[src/rtl/serial_framer_pkg.sv]
// Shared types and constants for the serial framer.
// SERIAL_FRAMER_PARITY_EN adds the PARITY state to the enum.
package serial_framer_pkg;

  typedef enum logic [2:0] {
    IDLE,
    START,
    DATA,
`ifdef SERIAL_FRAMER_PARITY_EN
    PARITY,
`endif
    STOP
  } state_e;

  localparam logic IDLE_LEVEL  = 1'b1;
  localparam logic START_LEVEL = 1'b0;

  // Bit counter must hold 0..n.
  function automatic int cnt_w(input int n);
    return $clog2(n + 1);
  endfunction

endpackage

[src/rtl/serial_framer_if.sv]
// Payload handshake between a producer and the serial framer.
interface serial_framer_if #(
  parameter int DATA_W = 8
);
  import serial_framer_pkg::*;

  logic [DATA_W-1:0] data_in;
  logic              data_valid;
  logic              data_ready;

  modport master (output data_in, output data_valid, input  data_ready);
  modport slave  (input  data_in, input  data_valid, output data_ready);

endinterface

[src/rtl/serial_framer_hold.sv]
// One-entry payload holding register; refillable while the framer shifts.
module serial_framer_hold
  import serial_framer_pkg::*;
#(
  parameter int DATA_W = 8
) (
  input  logic              clk,
  input  logic              reset,
  input  logic [DATA_W-1:0] data_in,
  input  logic              data_valid,
  output logic              data_ready,
  input  logic              take,
  output logic [DATA_W-1:0] hold_data,
  output logic              hold_full
);

  // take is only raised while full and a transfer only lands while empty,
  // so the two never collide in one cycle.
  always_ff @(posedge clk or negedge reset) begin
    if (!reset) begin
      hold_full <= 1'b0;
      hold_data <= '0;
    end else if (hold_full) begin
      if (take) hold_full <= 1'b0;
    end else if (data_valid) begin
      hold_full <= 1'b1;
      hold_data <= data_in;
    end
  end

  assign data_ready = !hold_full;

endmodule

[src/rtl/serial_framer.sv]
// Serial framer: start bit, DATA_W payload bits, optional parity, STOP_BITS stop bits.
// Define SERIAL_FRAMER_PARITY_EN to add the parity bit and the PARITY_ODD parameter.
module serial_framer
  import serial_framer_pkg::*;
#(
  parameter int DATA_W    = 8,
  parameter int STOP_BITS = 1,
  parameter int MSB_FIRST = 0
`ifdef SERIAL_FRAMER_PARITY_EN
  ,
  parameter int PARITY_ODD = 0
`endif
) (
  input  logic           clk,
  input  logic           reset,
  input  logic           sr_clk,
  input  logic           enable,
  input  logic           finish,
  serial_framer_if.slave bus,
  output logic           data_out,
  output logic           busy,
  output logic           frame_done
);

  localparam int CW = cnt_w(DATA_W);

  state_e            state_q, state_d;
  logic [CW-1:0]     cnt_q, cnt_d;
  logic [DATA_W-1:0] sh_q, sh_d;
  logic [DATA_W-1:0] hold_data;
  logic              hold_full;
  logic              take;
  logic              tick;
  logic              line_d;
  logic              done_d;
`ifdef SERIAL_FRAMER_PARITY_EN
  logic              par_q, par_d;
`endif

  serial_framer_hold #(.DATA_W(DATA_W)) u_hold (
    .clk        (clk),
    .reset      (reset),
    .data_in    (bus.data_in),
    .data_valid (bus.data_valid),
    .data_ready (bus.data_ready),
    .take       (take),
    .hold_data  (hold_data),
    .hold_full  (hold_full)
  );

  // Strobes that arrive while disabled or frozen are dropped, not queued.
  assign tick = sr_clk & enable & ~finish;
  assign busy = (state_q != IDLE);

  always_comb begin
    state_d = state_q;
    cnt_d   = cnt_q;
    sh_d    = sh_q;
    take    = 1'b0;
    done_d  = 1'b0;
`ifdef SERIAL_FRAMER_PARITY_EN
    par_d   = par_q;
`endif
    if (tick) begin
      case (state_q)
        IDLE: begin
          if (hold_full) begin
            state_d = START;
            take    = 1'b1;
          end
        end
        START: begin
          state_d = DATA;
          cnt_d   = '0;
        end
        DATA: begin
          if (cnt_q == CW'(DATA_W - 1)) begin
`ifdef SERIAL_FRAMER_PARITY_EN
            state_d = PARITY;
`else
            state_d = STOP;
`endif
            cnt_d   = '0;
          end else begin
            cnt_d = cnt_q + 1'b1;
            sh_d  = (MSB_FIRST != 0) ? {sh_q[DATA_W-2:0], 1'b0}
                                     : {1'b0, sh_q[DATA_W-1:1]};
          end
        end
`ifdef SERIAL_FRAMER_PARITY_EN
        PARITY: begin
          state_d = STOP;
          cnt_d   = '0;
        end
`endif
        STOP: begin
          if (cnt_q == CW'(STOP_BITS - 1)) begin
            done_d = 1'b1;
            cnt_d  = '0;
            // Chain straight into the next start bit when a payload is waiting.
            if (hold_full) begin
              state_d = START;
              take    = 1'b1;
            end else begin
              state_d = IDLE;
            end
          end else begin
            cnt_d = cnt_q + 1'b1;
          end
        end
        default: state_d = IDLE;
      endcase
    end

    if (take) begin
      sh_d = hold_data;
`ifdef SERIAL_FRAMER_PARITY_EN
      par_d = (^hold_data) ^ (PARITY_ODD != 0);
`endif
    end

    // Line level is a function of the next state, so data_out stays registered.
    line_d = IDLE_LEVEL;
    case (state_d)
      START:   line_d = START_LEVEL;
      DATA:    line_d = (MSB_FIRST != 0) ? sh_d[DATA_W-1] : sh_d[0];
`ifdef SERIAL_FRAMER_PARITY_EN
      PARITY:  line_d = par_d;
`endif
      default: line_d = IDLE_LEVEL;
    endcase
  end

  always_ff @(posedge clk or negedge reset) begin
    if (!reset) begin
      state_q    <= IDLE;
      cnt_q      <= '0;
      sh_q       <= '0;
      data_out   <= IDLE_LEVEL;
      frame_done <= 1'b0;
`ifdef SERIAL_FRAMER_PARITY_EN
      par_q      <= 1'b0;
`endif
    end else begin
      state_q    <= state_d;
      cnt_q      <= cnt_d;
      sh_q       <= sh_d;
      data_out   <= line_d;
      frame_done <= done_d;
`ifdef SERIAL_FRAMER_PARITY_EN
      par_q      <= par_d;
`endif
    end
  end

endmodule

[src/flat_wrapper.sv]
// flat-port wrapper written by rule: the top's interface ports become plain ports
module serial_framer_flat import serial_framer_pkg::*;
#(
  parameter int DATA_W    = 8,
  parameter int STOP_BITS = 1,
  parameter int MSB_FIRST = 0

)
  (clk, reset, sr_clk, enable, finish, data_out, busy, frame_done, bus_data_in, bus_data_valid, bus_data_ready);
  serial_framer_if #(.DATA_W(DATA_W)) bus_i ();
  input  logic clk;
  input  logic reset;
  input  logic sr_clk;
  input  logic enable;
  input  logic finish;
  output logic data_out;
  output logic busy;
  output logic frame_done;
  input wire logic [$bits(bus_i.data_in)-1:0] bus_data_in;
  input wire logic [$bits(bus_i.data_valid)-1:0] bus_data_valid;
  output wire logic [$bits(bus_i.data_ready)-1:0] bus_data_ready;
  assign bus_i.data_in = bus_data_in;
  assign bus_i.data_valid = bus_data_valid;
  assign bus_data_ready = bus_i.data_ready;
  serial_framer #(.DATA_W(DATA_W), .STOP_BITS(STOP_BITS), .MSB_FIRST(MSB_FIRST)) u_core (.clk(clk), .reset(reset), .sr_clk(sr_clk), .enable(enable), .finish(finish), .bus(bus_i), .data_out(data_out), .busy(busy), .frame_done(frame_done));
endmodule
[config.mk]
export PLATFORM = sky130hd
export DESIGN_NAME = serial_framer_flat
export DESIGN_NICKNAME = d
export VERILOG_FILES = /design/src/rtl/serial_framer_pkg.sv /design/src/rtl/serial_framer_if.sv /design/src/rtl/serial_framer_hold.sv /design/src/rtl/serial_framer.sv /design/src/flat_wrapper.sv
export SDC_FILE = /design/constraint.sdc
export NUM_CORES = 1
export LEC_CHECK = 0
export CAP_MARGIN = 25
export CORE_AREA = 2 2 56 58
export DETAILED_ROUTE_END_ITERATION = 8
export DIE_AREA = 0 0 58 60
export PLACE_DENSITY = 0.71
export SLEW_MARGIN = 20
export SYNTH_ARGS = -nofsm -noshare
export SYNTH_HDL_FRONTEND = slang
export SYNTH_SLANG_ARGS = --single-unit
[constraint.sdc]
create_clock -name clk -period 2.6 [get_ports clk]
set_input_delay 0.52 -clock clk [delete_from_list [all_inputs] [get_ports clk]]
set_output_delay 0.52 -clock clk [all_outputs]
set_load 0.02 [all_outputs]
==> metrics.md, run 1 <==
| Metric | Value |
|---|---|
| Final Hold Viols | 0 |
| Post-DP HPWL | ~1700 um |
| Setup crit start kind | register |
| Max cap viols | 0 |
| Iteration-0 DRC Markers | 17 |
| First-pass GRT wire length | between 3000 and 4000 um |
| Starting Density | 0.426 |
| Hold Path Depth | 1 |
| CP required | between 2000 and 2500 ps |
| Largest net degree at the start of global routing | 27 |
| GRT overflow | 0 |
| Grt met3 use | 0.0195 |
| PD cells | between 900 and 1000 mW/mm^2 |
| R2r startpoint | u_core.cnt_q[0] |
| GPL Wtd Cong | 0.796 |
| Final ANT Viol Nets | 0 |
| Synth Warn # | 0 |
| Fillcell total | ~260 |
| Initial antenna violation count | 0 |
| Syn Area/Cell | between 10 and 15 sq um |
| Layout cells sized above 1 | 0.198 |
| Number of H-tree levels | 1 |
| Net Count, Synth | around 120 |
| Root Buffer | clkbuf_4 |
| Busiest grt layer | met2 |
| First drt pass iteration count | 4 |
| Main synth FF type | dfrtp_1 |
| Final min period | approximately 2200 ps |
| Met2 Usage GRT | 0.245 |
| Async SR Flop Fraction | 1.00 |
| CTS max path bufs | 2 |
| Die Ht | 60 um |
| HP Start | u_core.sh_q[2] |
| Status | completed |
| Worst setup EP type | output port |
| Pleak | 0.739 nW |
| HP Class | register to register |
| Final instance area | about 0.0015 sq mm |
| Cell Area, Synth | 0.00124 sq mm |
| Post-CTS Setup Bufs | 0 |
| Synth unique cells | 35 |
| Total Routed Length | ~2200 um |
| Reg clk slew, reported paths | between 100 and 150 ps |
| Row cnt | 20 |
| M1 GR Usage | 0.176 |
| RR Endpoint | u_core.cnt_q[3] |
| CTS Hold Bufs | 0 |
| Clk_lat worst skew | 310 ps |
| Die Footprint | between 0.003 and 0.004 sq mm |
| Reg2Reg Depth | 7 |
| CP max FO | 8 |
| Cts repair resizes | 0 |
| PortBufs | 17 |
| Slew margin rel. | 0.753 |
| Post-synthesis sequential area ratio | 0.527 |
| Via count | 905 |
| Final period util | 0.860 |
| Post-route clock skew | between 4 and 5 ps |
| Vias in the first global route | between 800 and 900 |
| DP Area | 0.00148 sq mm |
| Die width | roughly 58 um |
| # DRC | 0 |
| RSZ-0062 raised after global routing | false |
| Via/cell ratio | about 5.5 |
| Pins Over Slew Limit | 0 |
| Slew of the pin with the lowest slew margin | ~370 ps |
| Commonest cells after routing, fill and taps aside | 25 x dfrtp_1, 17 x clkdlybuf4s50_1, 8 x nand2_1, 8 x mux2_2 |
| I/O pins | 18 |
| CTS tree | done |
| Post-Place Worst Slack | between 150 and 200 ps |
| NumNets Final | 148 |
| Reg-to-reg setup timing slack | about 500 ps |
| Routed len/inst | roughly 13 um |
| Setup TNS | 0 ps |
| Synth Register Bits | 26 |
| Critical Path Source | u_core.state_q[1] |
| Peak Freq | 447 MHz |
| Final worst slack | between 300 and 400 ps |
| Cts bufs inserted | 3 |
| Area Overhead vs Synth | 22.4% |
| Clock sinks | 26 |
| Cell count after synthesis | around 110 |
| Leading cell type in the layout, fill and taps excluded | dfrtp_1 |
| Hold Path Sink | u_core.sh_q[2] |
| Number of flops mapped to enable cells by yosys | 0 |
| Area of the core | 0.00290 sq mm |
| Inserted Diodes | 0 |
| Final setup violating endpoints | 0 |
| Crit path kind | register to output port |
| Arrival @ worst endpoint | 1710 ps |
| Hold_ws | 498 ps |
| Gr usage total | 0.143 |
| Worst vdd ir | 0.545 mV |
-- cells by family after synthesis --
| family | after synthesis | share of synthesized area |
|---|---|---|
| adder cells (fa/ha/maj) | 2 | 0.0202 |
| AND/OR/NAND/NOR | 35 | 0.169 |
| AO/OA/AOI/OAI | 26 | 0.161 |
| buffers and inverters | 8 | 0.0253 |
| flip-flops | 26 | 0.527 |
| multiplexers | 10 | 0.0972 |
-- per-stage QoR --
step	total power, mW	std cells	util
6_report	1.40	164	0.521
3_3_place_gp	1.19	160	0.509
2_1_floorplan	1.04	107	-
5_1_grt	1.49	164	0.521
4_1_cts	1.41	164	0.521
3_5_place_dp	1.21	160	0.509
-- sequential cells by signal, summed over array words and instances, names as in the netlist --
register and count:
u_core.data_out 1, u_core.frame_done 1, u_core.state_q 3, u_core.sh_q 8, u_core.cnt_q 4, u_core.u_hold.hold_full 1, u_core.u_hold.hold_data 8
-- routing by layer --
metal,share of wire,vias up,routed length [um]
met5,0,-,0
met4,0,0,0
met3,0.040,0,88
met2,0.49,20,1070
met1,0.47,454,1040
li1,-,431,-
-- critical path, cell delays in order, from the launching register on --
cell and delay [ps]:
dfrtp_1 480, or3_1 390, clkdlybuf4s50_1 540
-- worst max-delay path by stage --
stage | depth (start not counted) | to
CTS | 2 | busy
global route | 2 | busy
global placement | 6 | u_core.cnt_q[2]
detailed placement | 6 | u_core.cnt_q[2]
finish | 2 | busy
floorplan | 5 | u_core.data_out
-- report_power, final --
group	switching, mW	total, mW	internal (mW)
Clock	0.112	0.197	0.0855
Combinational	0.221	0.522	0.301
Sequential	0.112	0.676	0.565
-- Yosys cell counts (all sizes together), types with 2 or more instances --
library cell	instances	area, sq um
a21o	6	45.0
a22o	7	61.3
dfrtp	25	626
ha	2	25.0
inv	6	22.5
mux2	10	120
nand2	8	30.0
nand2b	2	12.5
nor2	7	26.3
nor2b	2	12.5
nor3	3	26.3
o21ai	6	30.0
o21bai	3	22.5
or3b	2	20.0
-- cell type report --
class | instances | area [sq um] | area share
well taps | 33 | 41.3 | 0.0273
multi-input cells | 73 | 553 | 0.366
inverters | 6 | 22.5 | 0.0149
repair buffers | 22 | 208 | 0.137
flip-flops and latches | 26 | 652 | 0.431
clock buffers | 4 | 36.3 | 0.0240
No activity file was read; power rests on OpenSTA's default activity.
==> inputs of run 2 (changes only) <==
CORE_AREA = 10 10 64 66   (was 2 2 56 58)
DIE_AREA = 0 0 74 76   (was 0 0 58 60)
clock period = 2.3 ns   (was 2.6 ns; I/O delays follow)
==> run 2 against run 1 <==
Compared with the run above:
- clock skew down 0.59 ps
- worst setup slack worse by 240 ps
- design area stayed put
- register-to-register slack worse by 320 ps
- combinational power is 14% higher
- critical path depth unchanged
- non-clock buffer count unchanged
- final cell count unchanged
- routed wire length up 5.0%
- power up 13%
- sequential share of layout area unchanged
- sequential power rose by 12%
==> metrics.md, run 2 (same netlist as run 1, synthesis figures left out) <==
| Metric | Value |
|---|---|
| Largest net degree at the start of global routing | 27 |
| Clock sinks | 26 |
| Status | completed |
| Area of the core | 0.00293 sq mm |
| Final Hold Viols | 0 |
| GRT overflow | 0 |
| Regs by FF count | u_core.sh_q: 8 flops, u_core.u_hold.hold_data: 8 flops, u_core.cnt_q: 4 flops |
| Final period util | 0.946 |
| Starting Density | 0.422 |
| Inserted Diodes | 0 |
| Post-route clock skew | about 4.3 ps |
| RR Endpoint | u_core.cnt_q[3] |
| Cts bufs inserted | 3 |
| Arrival @ worst endpoint | about 1700 ps |
| I/O pins | 18 |
| Crit path kind | register to output port |
| First drt pass iteration count | 4 |
| Commonest cells after routing, fill and taps aside | 25 x dfrtp_1, 17 x clkdlybuf4s50_1, 8 x nand2_1, 8 x mux2_2 |
| Reg clk slew, reported paths | 140 ps |
| Cts repair resizes | 0 |
| Leading cell type in the layout, fill and taps excluded | dfrtp_1 |
| Setup crit start kind | register |
| Reg-to-reg setup timing slack | ~180 ps |
| RSZ-0062 raised after global routing | false |
| PD cells | 1040 mW/mm^2 |
| CP max FO | 8 |
| DP Area | 0.00148 sq mm |
| Via/cell ratio | around 5.5 |
| Final setup violating endpoints | 0 |
| Final worst slack | 124 ps |
| Post-Place Worst Slack | -24.2 ps |
| Routed len/inst | 14.1 um |
| NumNets Final | between 100 and 150 |
| Total Routed Length | approximately 2300 um |
| Pins Over Slew Limit | 0 |
| Layout cells sized above 1 | 0.198 |
| Worst setup EP type | output port |
| Gr usage total | 0.0840 |
| HP Class | primary input to async pin |
| CTS tree | done |
| Number of H-tree levels | 1 |
| Post-DP HPWL | 1830 um |
| Die Ht | 76 um |
| GPL Wtd Cong | ~0.9 |
| Final core utilization | 0.517 |
| Peak Freq | about 460 MHz |
| Initial antenna violation count | 0 |
| Reg2Reg Depth | 7 |
| Slew of the pin with the lowest slew margin | around 410 ps |
| Worst setup path end | busy |
| CP required | about 1800 ps |
| Worst vdd ir | 0.679 mV |
| Iteration-0 DRC Markers | 86 |
| First-pass GRT wire length | 3970 um |
| Final ANT Viol Nets | 0 |
| CTS max path bufs | 2 |
| Max cap viols | 0 |
| Final instance area | roughly 0.0015 sq mm |
| R2r startpoint | u_core.cnt_q[0] |
| CTS Hold Bufs | 0 |
| Pleak | 0.739 nW |
| Row cnt | 20 |
| Vias in the first global route | between 900 and 1,000 |
| Post-CTS Setup Bufs | 0 |
| Tot Pwr | 1.58 mW |
| Root Buffer | clkbuf_4 |
| Final min period | roughly 2200 ps |
| Via count | about 900 |
| Clk_lat worst skew | slightly above 300 ps |
| PortBufs | 17 |
| Die width | around 74 um |
| Area Overhead vs Synth | 22.4% |
| Slew margin rel. | 0.724 |
| # DRC | 0 |
| Die Footprint | 0.00562 sq mm |
| Critical Path Source | u_core.state_q[1] |
run 2: cell counts in the layout (fill, tap and decap cells not counted):
No cell type changed its count.
run 2: report_power, final:
part / internal [mW] / switching, mW
clock network: 0.0967 / 0.131
registers: 0.638 / 0.117
logic: 0.340 / 0.252
run 2: stage by stage:
stage,TNS (ps),hold WS [ps],instances
4_1_cts,0,497,164
3_5_place_dp,-24.2,468,160
2_1_floorplan,0,164,107
5_1_grt,0,494,164
3_3_place_gp,0,460,160
6_report,0,482,164
run 2: worst min path at each step:
stage	start	to	slack, ps
3_5_place_dp	u_core.sh_q[3]	u_core.sh_q[3]	470
4_1_cts	reset	u_core.frame_done	500
3_3_place_gp	u_core.sh_q[2]	u_core.sh_q[2]	460
5_1_grt	reset	u_core.cnt_q[3]	490
2_1_floorplan	reset	u_core.cnt_q[0]	160
6_report	reset	u_core.cnt_q[3]	480
run 2: final cells by class:
class,instances,area [sq um]
clock buffers,4,36.3
fillers,282,1420
inverters,6,22.5
multi-input cells,73,553
flip-flops and latches,26,652
well taps,33,41.3
repair buffers,22,208
run 2: worst max-delay path, stage by stage (launching register included):
cell             delay [ps]
dfrtp_1                 480
or3_1                   380
clkdlybuf4s50_1         540
run 2: metal layers:
metal,up-vias,track usage,wire [um]
li1,433,-,-
met4,0,0.0224,26
met2,21,0.138,1120
met3,6,0.0313,176
met1,438,0.0982,995
met5,-,0,0
==> inputs of run 3 (changes only) <==
ABC_CLOCK_PERIOD_IN_PS = 2300   (was not set)
CAP_MARGIN = 20   (was 25)
==> results of run 3 <==
No change in the layout: final DEF, timing and power equal those of run 2.
